==> src/rtl/mem_port_arbiter_if.sv <==
// Requester and RAM-side signal bundle for mem_port_arbiter.
// slave is the arbiter's view; master is the view of the requesters plus the RAM.
interface mem_port_arbiter_if #(
    parameter int unsigned ADDR_WIDTH = 16
) ();
    logic                  if_req;
    logic [31:0]           if_addr;
    logic                  if_ack;
    logic [31:0]           if_rdata;
    logic                  if_err;

    logic                  mem_req;
    logic                  mem_we;
    logic [1:0]            mem_mode;
    logic [31:0]           mem_addr;
    logic [31:0]           mem_wdata;
    logic                  mem_ack;
    logic [31:0]           mem_rdata;
    logic                  mem_err;

    logic [ADDR_WIDTH-1:0] ram_addr;
    logic                  ram_we;
    logic [7:0]            ram_wdata;
    logic [7:0]            ram_rdata;

    modport slave (
        input  if_req, if_addr, mem_req, mem_we, mem_mode, mem_addr, mem_wdata, ram_rdata,
        output if_ack, if_rdata, if_err, mem_ack, mem_rdata, mem_err, ram_addr, ram_we, ram_wdata
    );

    modport master (
        output if_req, if_addr, mem_req, mem_we, mem_mode, mem_addr, mem_wdata, ram_rdata,
        input  if_ack, if_rdata, if_err, mem_ack, mem_rdata, mem_err, ram_addr, ram_we, ram_wdata
    );
endinterface

==> src/rtl/mem_port_arbiter.sv <==
// Shares a byte-wide single-ported RAM between instruction fetch and the load/store unit,
// sequencing big-endian byte beats and returning assembled, extended read data.
module mem_port_arbiter #(
    parameter int unsigned ADDR_WIDTH = 16
) (
    input  logic               clk,
    input  logic               reset_n,
    mem_port_arbiter_if.slave  bus
);
    typedef enum logic [1:0] {StIdle, StAccess, StDrain, StDone} state_e;

    state_e                state_q, state_d;
    logic [1:0]            beat_q, beat_d;
    logic [ADDR_WIDTH-1:0] base_q, base_d;
    logic                  we_q, we_d;
    logic [1:0]            mode_q, mode_d;
    logic [31:0]           wdata_q, wdata_d;
    logic                  gnt_mem_q, gnt_mem_d;
    logic                  prio_mem_q, prio_mem_d;
    logic [31:0]           asm_q, asm_d;
    logic [ADDR_WIDTH-1:0] ram_addr_q, ram_addr_d;
    logic                  ram_we_q, ram_we_d;
    logic [7:0]            ram_wdata_q, ram_wdata_d;
    logic                  if_ack_q, if_ack_d, mem_ack_q, mem_ack_d;
    logic                  if_err_q, if_err_d, mem_err_q, mem_err_d;
    logic [31:0]           if_rdata_q, if_rdata_d, mem_rdata_q, mem_rdata_d;

    logic                  grant_mem;
    logic [31:0]           req_addr;
    logic                  bad_req;
    logic                  finish;
    logic                  fin_err;
    logic [31:0]           rd_val;
    logic [1:0]            last_beat;
    logic                  unused_addr_bits;

    assign unused_addr_bits = ^{bus.if_addr[31:ADDR_WIDTH], bus.mem_addr[31:ADDR_WIDTH]};
    assign last_beat = (mode_q == 2'b00) ? 2'd3 : 2'd1;

    // Byte for a given beat, most-significant first within the word or half.
    function automatic logic [7:0] beat_byte(input logic [31:0] data, input logic is_word,
                                             input logic [1:0] beat);
        logic [1:0] idx;
        idx = (is_word ? 2'd3 : 2'd1) - beat;
        return data[{idx, 3'b000} +: 8];
    endfunction

    always_comb begin
        state_d     = state_q;
        beat_d      = beat_q;
        base_d      = base_q;
        we_d        = we_q;
        mode_d      = mode_q;
        wdata_d     = wdata_q;
        gnt_mem_d   = gnt_mem_q;
        prio_mem_d  = prio_mem_q;
        asm_d       = asm_q;
        ram_addr_d  = ram_addr_q;
        ram_we_d    = 1'b0;
        ram_wdata_d = ram_wdata_q;
        if_ack_d    = 1'b0;
        mem_ack_d   = 1'b0;
        if_err_d    = 1'b0;
        mem_err_d   = 1'b0;
        if_rdata_d  = if_rdata_q;
        mem_rdata_d = mem_rdata_q;
        grant_mem   = 1'b0;
        req_addr    = '0;
        bad_req     = 1'b0;
        finish      = 1'b0;
        fin_err     = 1'b0;
        rd_val      = '0;

        unique case (state_q)
            StIdle: begin
                if (bus.mem_req || bus.if_req) begin
                    grant_mem  = bus.mem_req && (!bus.if_req || prio_mem_q);
                    gnt_mem_d  = grant_mem;
                    prio_mem_d = !grant_mem;
                    if (grant_mem) begin
                        req_addr = bus.mem_addr;
                        we_d     = bus.mem_we;
                        mode_d   = bus.mem_mode;
                        wdata_d  = bus.mem_wdata;
                    end else begin
                        req_addr = bus.if_addr;
                        we_d     = 1'b0;
                        mode_d   = 2'b00;
                        wdata_d  = '0;
                    end
                    base_d  = req_addr[ADDR_WIDTH-1:0];
                    bad_req = (mode_d == 2'b11)
                            || ((mode_d == 2'b00) && (req_addr[1:0] != 2'b00))
                            || ((mode_d != 2'b00) && req_addr[0]);
                    asm_d   = '0;
                    beat_d  = 2'd0;
                    if (bad_req) begin
                        state_d = StDone;
                        finish  = 1'b1;
                        fin_err = 1'b1;
                    end else begin
                        state_d     = StAccess;
                        ram_addr_d  = base_d;
                        ram_we_d    = we_d;
                        ram_wdata_d = beat_byte(wdata_d, mode_d == 2'b00, 2'd0);
                    end
                end
            end
            StAccess: begin
                // The byte addressed in the previous beat is on ram_rdata now.
                if (!we_q && (beat_q != 2'd0)) begin
                    asm_d = {asm_q[23:0], bus.ram_rdata};
                end
                if (beat_q == last_beat) begin
                    if (we_q) begin
                        state_d = StDone;
                        finish  = 1'b1;
                    end else begin
                        state_d = StDrain;
                    end
                end else begin
                    beat_d      = beat_q + 2'd1;
                    ram_addr_d  = base_q + ADDR_WIDTH'(beat_d);
                    ram_we_d    = we_q;
                    ram_wdata_d = beat_byte(wdata_q, mode_q == 2'b00, beat_d);
                end
            end
            StDrain: begin
                asm_d   = {asm_q[23:0], bus.ram_rdata};
                state_d = StDone;
                finish  = 1'b1;
            end
            StDone: begin
                state_d = StIdle;
            end
            default: begin
                state_d = StIdle;
            end
        endcase

        if (finish) begin
            if (fin_err || we_d) begin
                rd_val = '0;
            end else begin
                case (mode_d)
                    2'b01:   rd_val = {{16{asm_d[15]}}, asm_d[15:0]};
                    2'b10:   rd_val = {16'h0000, asm_d[15:0]};
                    default: rd_val = asm_d;
                endcase
            end
            if (gnt_mem_d) begin
                mem_ack_d   = 1'b1;
                mem_err_d   = fin_err;
                mem_rdata_d = rd_val;
            end else begin
                if_ack_d    = 1'b1;
                if_err_d    = fin_err;
                if_rdata_d  = rd_val;
            end
        end
    end

    always_ff @(posedge clk or negedge reset_n) begin
        if (!reset_n) begin
            state_q     <= StIdle;
            beat_q      <= 2'd0;
            base_q      <= '0;
            we_q        <= 1'b0;
            mode_q      <= 2'b00;
            wdata_q     <= '0;
            gnt_mem_q   <= 1'b0;
            prio_mem_q  <= 1'b1;
            asm_q       <= '0;
            ram_addr_q  <= '0;
            ram_we_q    <= 1'b0;
            ram_wdata_q <= '0;
            if_ack_q    <= 1'b0;
            mem_ack_q   <= 1'b0;
            if_err_q    <= 1'b0;
            mem_err_q   <= 1'b0;
            if_rdata_q  <= '0;
            mem_rdata_q <= '0;
        end else begin
            state_q     <= state_d;
            beat_q      <= beat_d;
            base_q      <= base_d;
            we_q        <= we_d;
            mode_q      <= mode_d;
            wdata_q     <= wdata_d;
            gnt_mem_q   <= gnt_mem_d;
            prio_mem_q  <= prio_mem_d;
            asm_q       <= asm_d;
            ram_addr_q  <= ram_addr_d;
            ram_we_q    <= ram_we_d;
            ram_wdata_q <= ram_wdata_d;
            if_ack_q    <= if_ack_d;
            mem_ack_q   <= mem_ack_d;
            if_err_q    <= if_err_d;
            mem_err_q   <= mem_err_d;
            if_rdata_q  <= if_rdata_d;
            mem_rdata_q <= mem_rdata_d;
        end
    end

    assign bus.if_ack    = if_ack_q;
    assign bus.if_err    = if_err_q;
    assign bus.if_rdata  = if_rdata_q;
    assign bus.mem_ack   = mem_ack_q;
    assign bus.mem_err   = mem_err_q;
    assign bus.mem_rdata = mem_rdata_q;
    assign bus.ram_addr  = ram_addr_q;
    assign bus.ram_we    = ram_we_q;
    assign bus.ram_wdata = ram_wdata_q;
endmodule

==> src/flat_wrapper.sv <==
// flat-port wrapper written by rule: the top's interface ports become plain ports
module mem_port_arbiter_flat 
#(
    parameter int unsigned ADDR_WIDTH = 16
)
  (clk, reset_n, bus_if_req, bus_if_addr, bus_mem_req, bus_mem_we, bus_mem_mode, bus_mem_addr, bus_mem_wdata, bus_ram_rdata, bus_if_ack, bus_if_rdata, bus_if_err, bus_mem_ack, bus_mem_rdata, bus_mem_err, bus_ram_addr, bus_ram_we, bus_ram_wdata);
  mem_port_arbiter_if #(.ADDR_WIDTH(ADDR_WIDTH)) bus_i ();
  input  logic clk;
  input  logic reset_n;
  input wire logic [$bits(bus_i.if_req)-1:0] bus_if_req;
  input wire logic [$bits(bus_i.if_addr)-1:0] bus_if_addr;
  input wire logic [$bits(bus_i.mem_req)-1:0] bus_mem_req;
  input wire logic [$bits(bus_i.mem_we)-1:0] bus_mem_we;
  input wire logic [$bits(bus_i.mem_mode)-1:0] bus_mem_mode;
  input wire logic [$bits(bus_i.mem_addr)-1:0] bus_mem_addr;
  input wire logic [$bits(bus_i.mem_wdata)-1:0] bus_mem_wdata;
  input wire logic [$bits(bus_i.ram_rdata)-1:0] bus_ram_rdata;
  output wire logic [$bits(bus_i.if_ack)-1:0] bus_if_ack;
  output wire logic [$bits(bus_i.if_rdata)-1:0] bus_if_rdata;
  output wire logic [$bits(bus_i.if_err)-1:0] bus_if_err;
  output wire logic [$bits(bus_i.mem_ack)-1:0] bus_mem_ack;
  output wire logic [$bits(bus_i.mem_rdata)-1:0] bus_mem_rdata;
  output wire logic [$bits(bus_i.mem_err)-1:0] bus_mem_err;
  output wire logic [$bits(bus_i.ram_addr)-1:0] bus_ram_addr;
  output wire logic [$bits(bus_i.ram_we)-1:0] bus_ram_we;
  output wire logic [$bits(bus_i.ram_wdata)-1:0] bus_ram_wdata;
  assign bus_i.if_req = bus_if_req;
  assign bus_i.if_addr = bus_if_addr;
  assign bus_i.mem_req = bus_mem_req;
  assign bus_i.mem_we = bus_mem_we;
  assign bus_i.mem_mode = bus_mem_mode;
  assign bus_i.mem_addr = bus_mem_addr;
  assign bus_i.mem_wdata = bus_mem_wdata;
  assign bus_i.ram_rdata = bus_ram_rdata;
  assign bus_if_ack = bus_i.if_ack;
  assign bus_if_rdata = bus_i.if_rdata;
  assign bus_if_err = bus_i.if_err;
  assign bus_mem_ack = bus_i.mem_ack;
  assign bus_mem_rdata = bus_i.mem_rdata;
  assign bus_mem_err = bus_i.mem_err;
  assign bus_ram_addr = bus_i.ram_addr;
  assign bus_ram_we = bus_i.ram_we;
  assign bus_ram_wdata = bus_i.ram_wdata;
  mem_port_arbiter #(.ADDR_WIDTH(ADDR_WIDTH)) u_core (.clk(clk), .reset_n(reset_n), .bus(bus_i));
endmodule
==> config.mk <==
export PLATFORM = sky130hd
export DESIGN_NAME = mem_port_arbiter_flat
export DESIGN_NICKNAME = d
export VERILOG_FILES = /design/src/rtl/mem_port_arbiter_if.sv /design/src/rtl/mem_port_arbiter.sv /design/src/flat_wrapper.sv
export SDC_FILE = /design/constraint.sdc
export NUM_CORES = 1
export LEC_CHECK = 0
export ABC_AREA = 1
export CAP_MARGIN = 5
export CORE_ASPECT_RATIO = 0.75
export CORE_MARGIN = 8
export CORE_UTILIZATION = 35
export CTS_CLUSTER_DIAMETER = 200
export DETAILED_ROUTE_END_ITERATION = 7
export HOLD_SLACK_MARGIN = 0.03
export SETUP_SLACK_MARGIN = 0.1
export SYNTH_ARGS = -nofsm -noshare
export SYNTH_HDL_FRONTEND = slang
export SYNTH_SLANG_ARGS = --single-unit
==> constraint.sdc <==
create_clock -name clk -period 2.93 [get_ports clk]
set_clock_uncertainty 0.05 [all_clocks]
set_input_delay 0.7325 -clock clk [delete_from_list [all_inputs] [get_ports clk]]
set_output_delay 0.7325 -clock clk [all_outputs]
set_load 0.01 [all_outputs]
==> impl_metrics.json <==
{
  "numCtsBuffers": 17,
  "startpoint_type": "input pin",
  "hold_buffers": 0,
  "dp_hpwl_mm": 17.3,
  "synth-simple-area-share": 0.246,
  "power.density_nw_per_um2": 1110,
  "ant_nets": 0,
  "die_x_um": 195,
  "vdd_drop_max_mv": 0.445,
  "portBuffers": 171,
  "antenna_found_initial": 2,
  "start_util": 0.354,
  "ctsRootBufferMaster": "clkbuf_16",
  "area_growth_pct": 34.4,
  "die_area_um2": 29400,
  "grt_setup_unrepaired": "no",
  "regToRegSetupSlack_ps": 410,
  "synth_area_um2": 8440,
  "cts_tree": "built",
  "clk_path_buf_depth": 2,
  "pre_cts_slack_ps": -211,
  "status": "finished, final reports clean",
  "core_um2": 23800,
  "max_slew_margin": 0.627,
  "path_clk_slew_ps": 70,
  "grt_max_degree": 69,
  "fin_ws_ps": 397,
  "drc_errors": 0,
  "diodes": 0,
  "post_synth.cell_area_avg_um2": 8.47,
  "cpPeakStageDelay_ps": 530,
  "finalNetCount": 1292,
  "fmaxAchievable_mhz": 395,
  "r2r-end": "u_core.bus.if_rdata[27]",
  "gp_congestion": 0.832,
  "grt_remaining_overflow": 0,
  "fillers": 2313,
  "critPathSlowestCell": "ha_2",
  "synthAdderAreaFrac": 0.0142,
  "worstReg2RegStart": "u_core.state_q[1]",
  "hold_viol_final": 0,
  "syn-num-nets": 1116,
  "fin_crit_ps": 2530,
  "worstSetupEndpoint": "u_core.bus.if_rdata[27]",
  "die_h_um": 150,
  "reg2reg_depth": 12,
  "routed_wl_mm": 24.6,
  "finalSetupTns_ps": 0,
  "h-tree-depth": 4,
  "min_path_type": "in -> async",
  "synth_seq_cells": 182,
  "synthXorXnorAreaFrac": 0.00104,
  "netlist_instances": 996,
  "finalMaxSlewViolations": 0,
  "wl_per_cell_um": 16.5,
  "grt_pass1_vias": 7407,
  "met1_length_mm": 12.6,
  "synth_compound_area_frac": 0.122,
  "synth.area.mux_share": 0.0166,
  "synth_warnings": 0,
  "path_common_cell": "nand2_1",
  "synth_top_family_by_area": "simple AND/OR/NAND/NOR gates",
  "avgViaCountPerCell": 4.88,
  "crit_path_cell_trace": "clkdlybuf4s50_1 -> nor2_1 -> buf_4 -> nor2_4 -> inv_2 -> o21ai_0 -> inv_1 -> ha_2 -> nand2_1 -> nand2_1 -> nand3_1 -> o21ai_1",
  "tightest_slew_ps": 559,
  "drt_iter0_drc": 510,
  "seq_area_frac_synth": 0.540,
  "grt_usage": 0.172,
  "critPathArrivalTime_ps": 2830,
  "num_rows": 49,
  "post_cts_buffers": 0,
  "cp_max_fo": 16,
  "drive_gt1_frac": 0.0911,
  "p_leak_nw": 5.51,
  "cts-resized-gates": 0,
  "vias": 7278,
  "route.met3.wl_mm": 1.46,
  "post-route-period-util": 0.864,
  "grt_pass1_wl_mm": 40.5,
  "path_class": "in -> reg",
  "crit_start": "bus_if_req",
  "clock_latency_ps": 430,
  "cts_sinks": 182,
  "io_pins": 204,
  "worst_ep_required_time_ps": 3230,
  "critPathCaptureType": "flop",
  "dr_wl_met2_mm": 10.2,
  "drt_pass1_iterations": 5,
  "max_cap_viol_count": 0,
  "synth.distinct_cells": 39,
  "top_layer": "met5",
  "finalSetupViolations": 0
}
logic make-up after synthesis:
kind of cell               after synthesis
AOI/OAI and AO/OA                      171
xor gates and xnor gates                 1
adders and majority gates                9
buffers and inverters                  123
DFF                                    182
muxes                                   14
and+or+nand+nor                        496
through the flow:
step                       util  cell area (um2)  std cells  hold slack (ps)  power [mW]
after detailed placement  0.449            10700       1459              410        10.2
after floorplan               -             8440        996              387        7.51
after CTS                 0.475            11300       1491              263        12.8
after global placement    0.449            10700       1459              404        10.1
after global routing      0.476            11300       1491              285        13.6
final                     0.476            11300       1491              255        12.6
cells in the final DEF (no fill, tap or decap), drive strengths merged:
| master | count |
|---|---|
| nand2 | 350 |
| o22ai | 2 |
| ha | 8 |
| nor2 | 32 |
| nand4 | 6 |
| inv | 69 |
| xor2 | 1 |
| a22o | 16 |
| fa | 1 |
| nand3b | 1 |
| clkbuf | 19 |
| a21oi | 8 |
| clkinv | 6 |
| buf | 43 |
| dfstp | 1 |
| a32oi | 15 |
| mux2i | 14 |
| bufinv | 4 |
| nor3 | 3 |
| a21boi | 2 |
| clkinvlp | 1 |
| or2 | 3 |
| nand3 | 101 |
| o211ai | 10 |
| clkdlybuf4s50 | 170 |
| o21ai | 116 |
| a22oi | 1 |
| a21o | 1 |
| dfrtp | 181 |
final cells by class:
class / count / area (um2) / area share
multi-input cells: 691 / 3380 / 0.298
flip-flops and latches: 182 / 4560 / 0.402
repair buffers: 214 / 2140 / 0.189
well taps: 306 / 383 / 0.0338
clock inverters: 14 / 198 / 0.0174
clock buffers: 18 / 439 / 0.0387
inverters: 66 / 250 / 0.0221
cells in the mapped netlist, drive strengths merged:
cell / count / area [um2]
ha: 8 / 100
nor3: 3 / 15.0
a21o: 1 / 7.51
nand4: 6 / 37.5
dfstp: 1 / 26.3
o211ai: 10 / 75.1
buf: 27 / 149
nand3: 101 / 521
nor2: 32 / 135
dfrtp: 181 / 4530
mux2i: 14 / 140
fa: 1 / 20.0
nand3b: 1 / 7.51
clkbuf: 30 / 113
o22ai: 2 / 12.5
a22oi: 1 / 7.51
or2: 3 / 18.8
o21ai: 116 / 596
xor2: 1 / 8.76
a22o: 16 / 140
inv: 66 / 250
a21oi: 8 / 43.8
nand2: 350 / 1340
a32oi: 15 / 131
a21boi: 2 / 15.0
worst min-delay path by stage:
| stage | start | end | slack, ps | cells after the start |
|---|---|---|---|---|
| after floorplan | reset_n | u_core.asm_q[0] | 390 | 0 |
| after global placement | u_core.asm_q[29] | u_core.asm_q[29] | 400 | 2 |
| after detailed placement | u_core.asm_q[25] | u_core.asm_q[25] | 410 | 2 |
| after CTS | reset_n | u_core.bus.mem_rdata[22] | 260 | 1 |
| after global routing | reset_n | u_core.bus.mem_rdata[27] | 290 | 1 |
| final | reset_n | u_core.bus.mem_rdata[26] | 260 | 1 |
registers in the layout, indices dropped and copies added, names as in the netlist, 2 cells and up:
register              count
u_core.asm_q             32
u_core.base_q            16
u_core.beat_q             2
u_core.bus.if_rdata      32
u_core.bus.mem_rdata     32
u_core.bus.ram_addr      16
u_core.bus.ram_wdata      8
u_core.mode_q             2
u_core.state_q            2
u_core.wdata_q           32
critical path: cells and delay by family:
family | cells | cell delay (ps)
AOI/OAI and AO/OA | 2 | 370
adders and majority gates | 1 | 530
buffers and inverters | 4 | 760
and+or+nand+nor | 5 | 440
layer usage:
| layer | global-route usage | vias up |
|---|---|---|
| li1 | - | 3629 |
| met1 | 0.250 | 3456 |
| met2 | 0.250 | 170 |
| met3 | 0.0458 | 19 |
| met4 | 0.0427 | 4 |
| met5 | 0 | - |
where the power goes:
group / leakage, nW / switching, mW / internal (mW) / total (mW)
Combinational: 2.79 / 3.51 / 2.46 / 5.97
Clock: 0.313 / 1.02 / 1.46 / 2.49
Sequential: 2.41 / 0.629 / 3.53 / 4.16
Total: 5.51 / 5.16 / 7.45 / 12.6
Power figures use the tool's default switching activity.
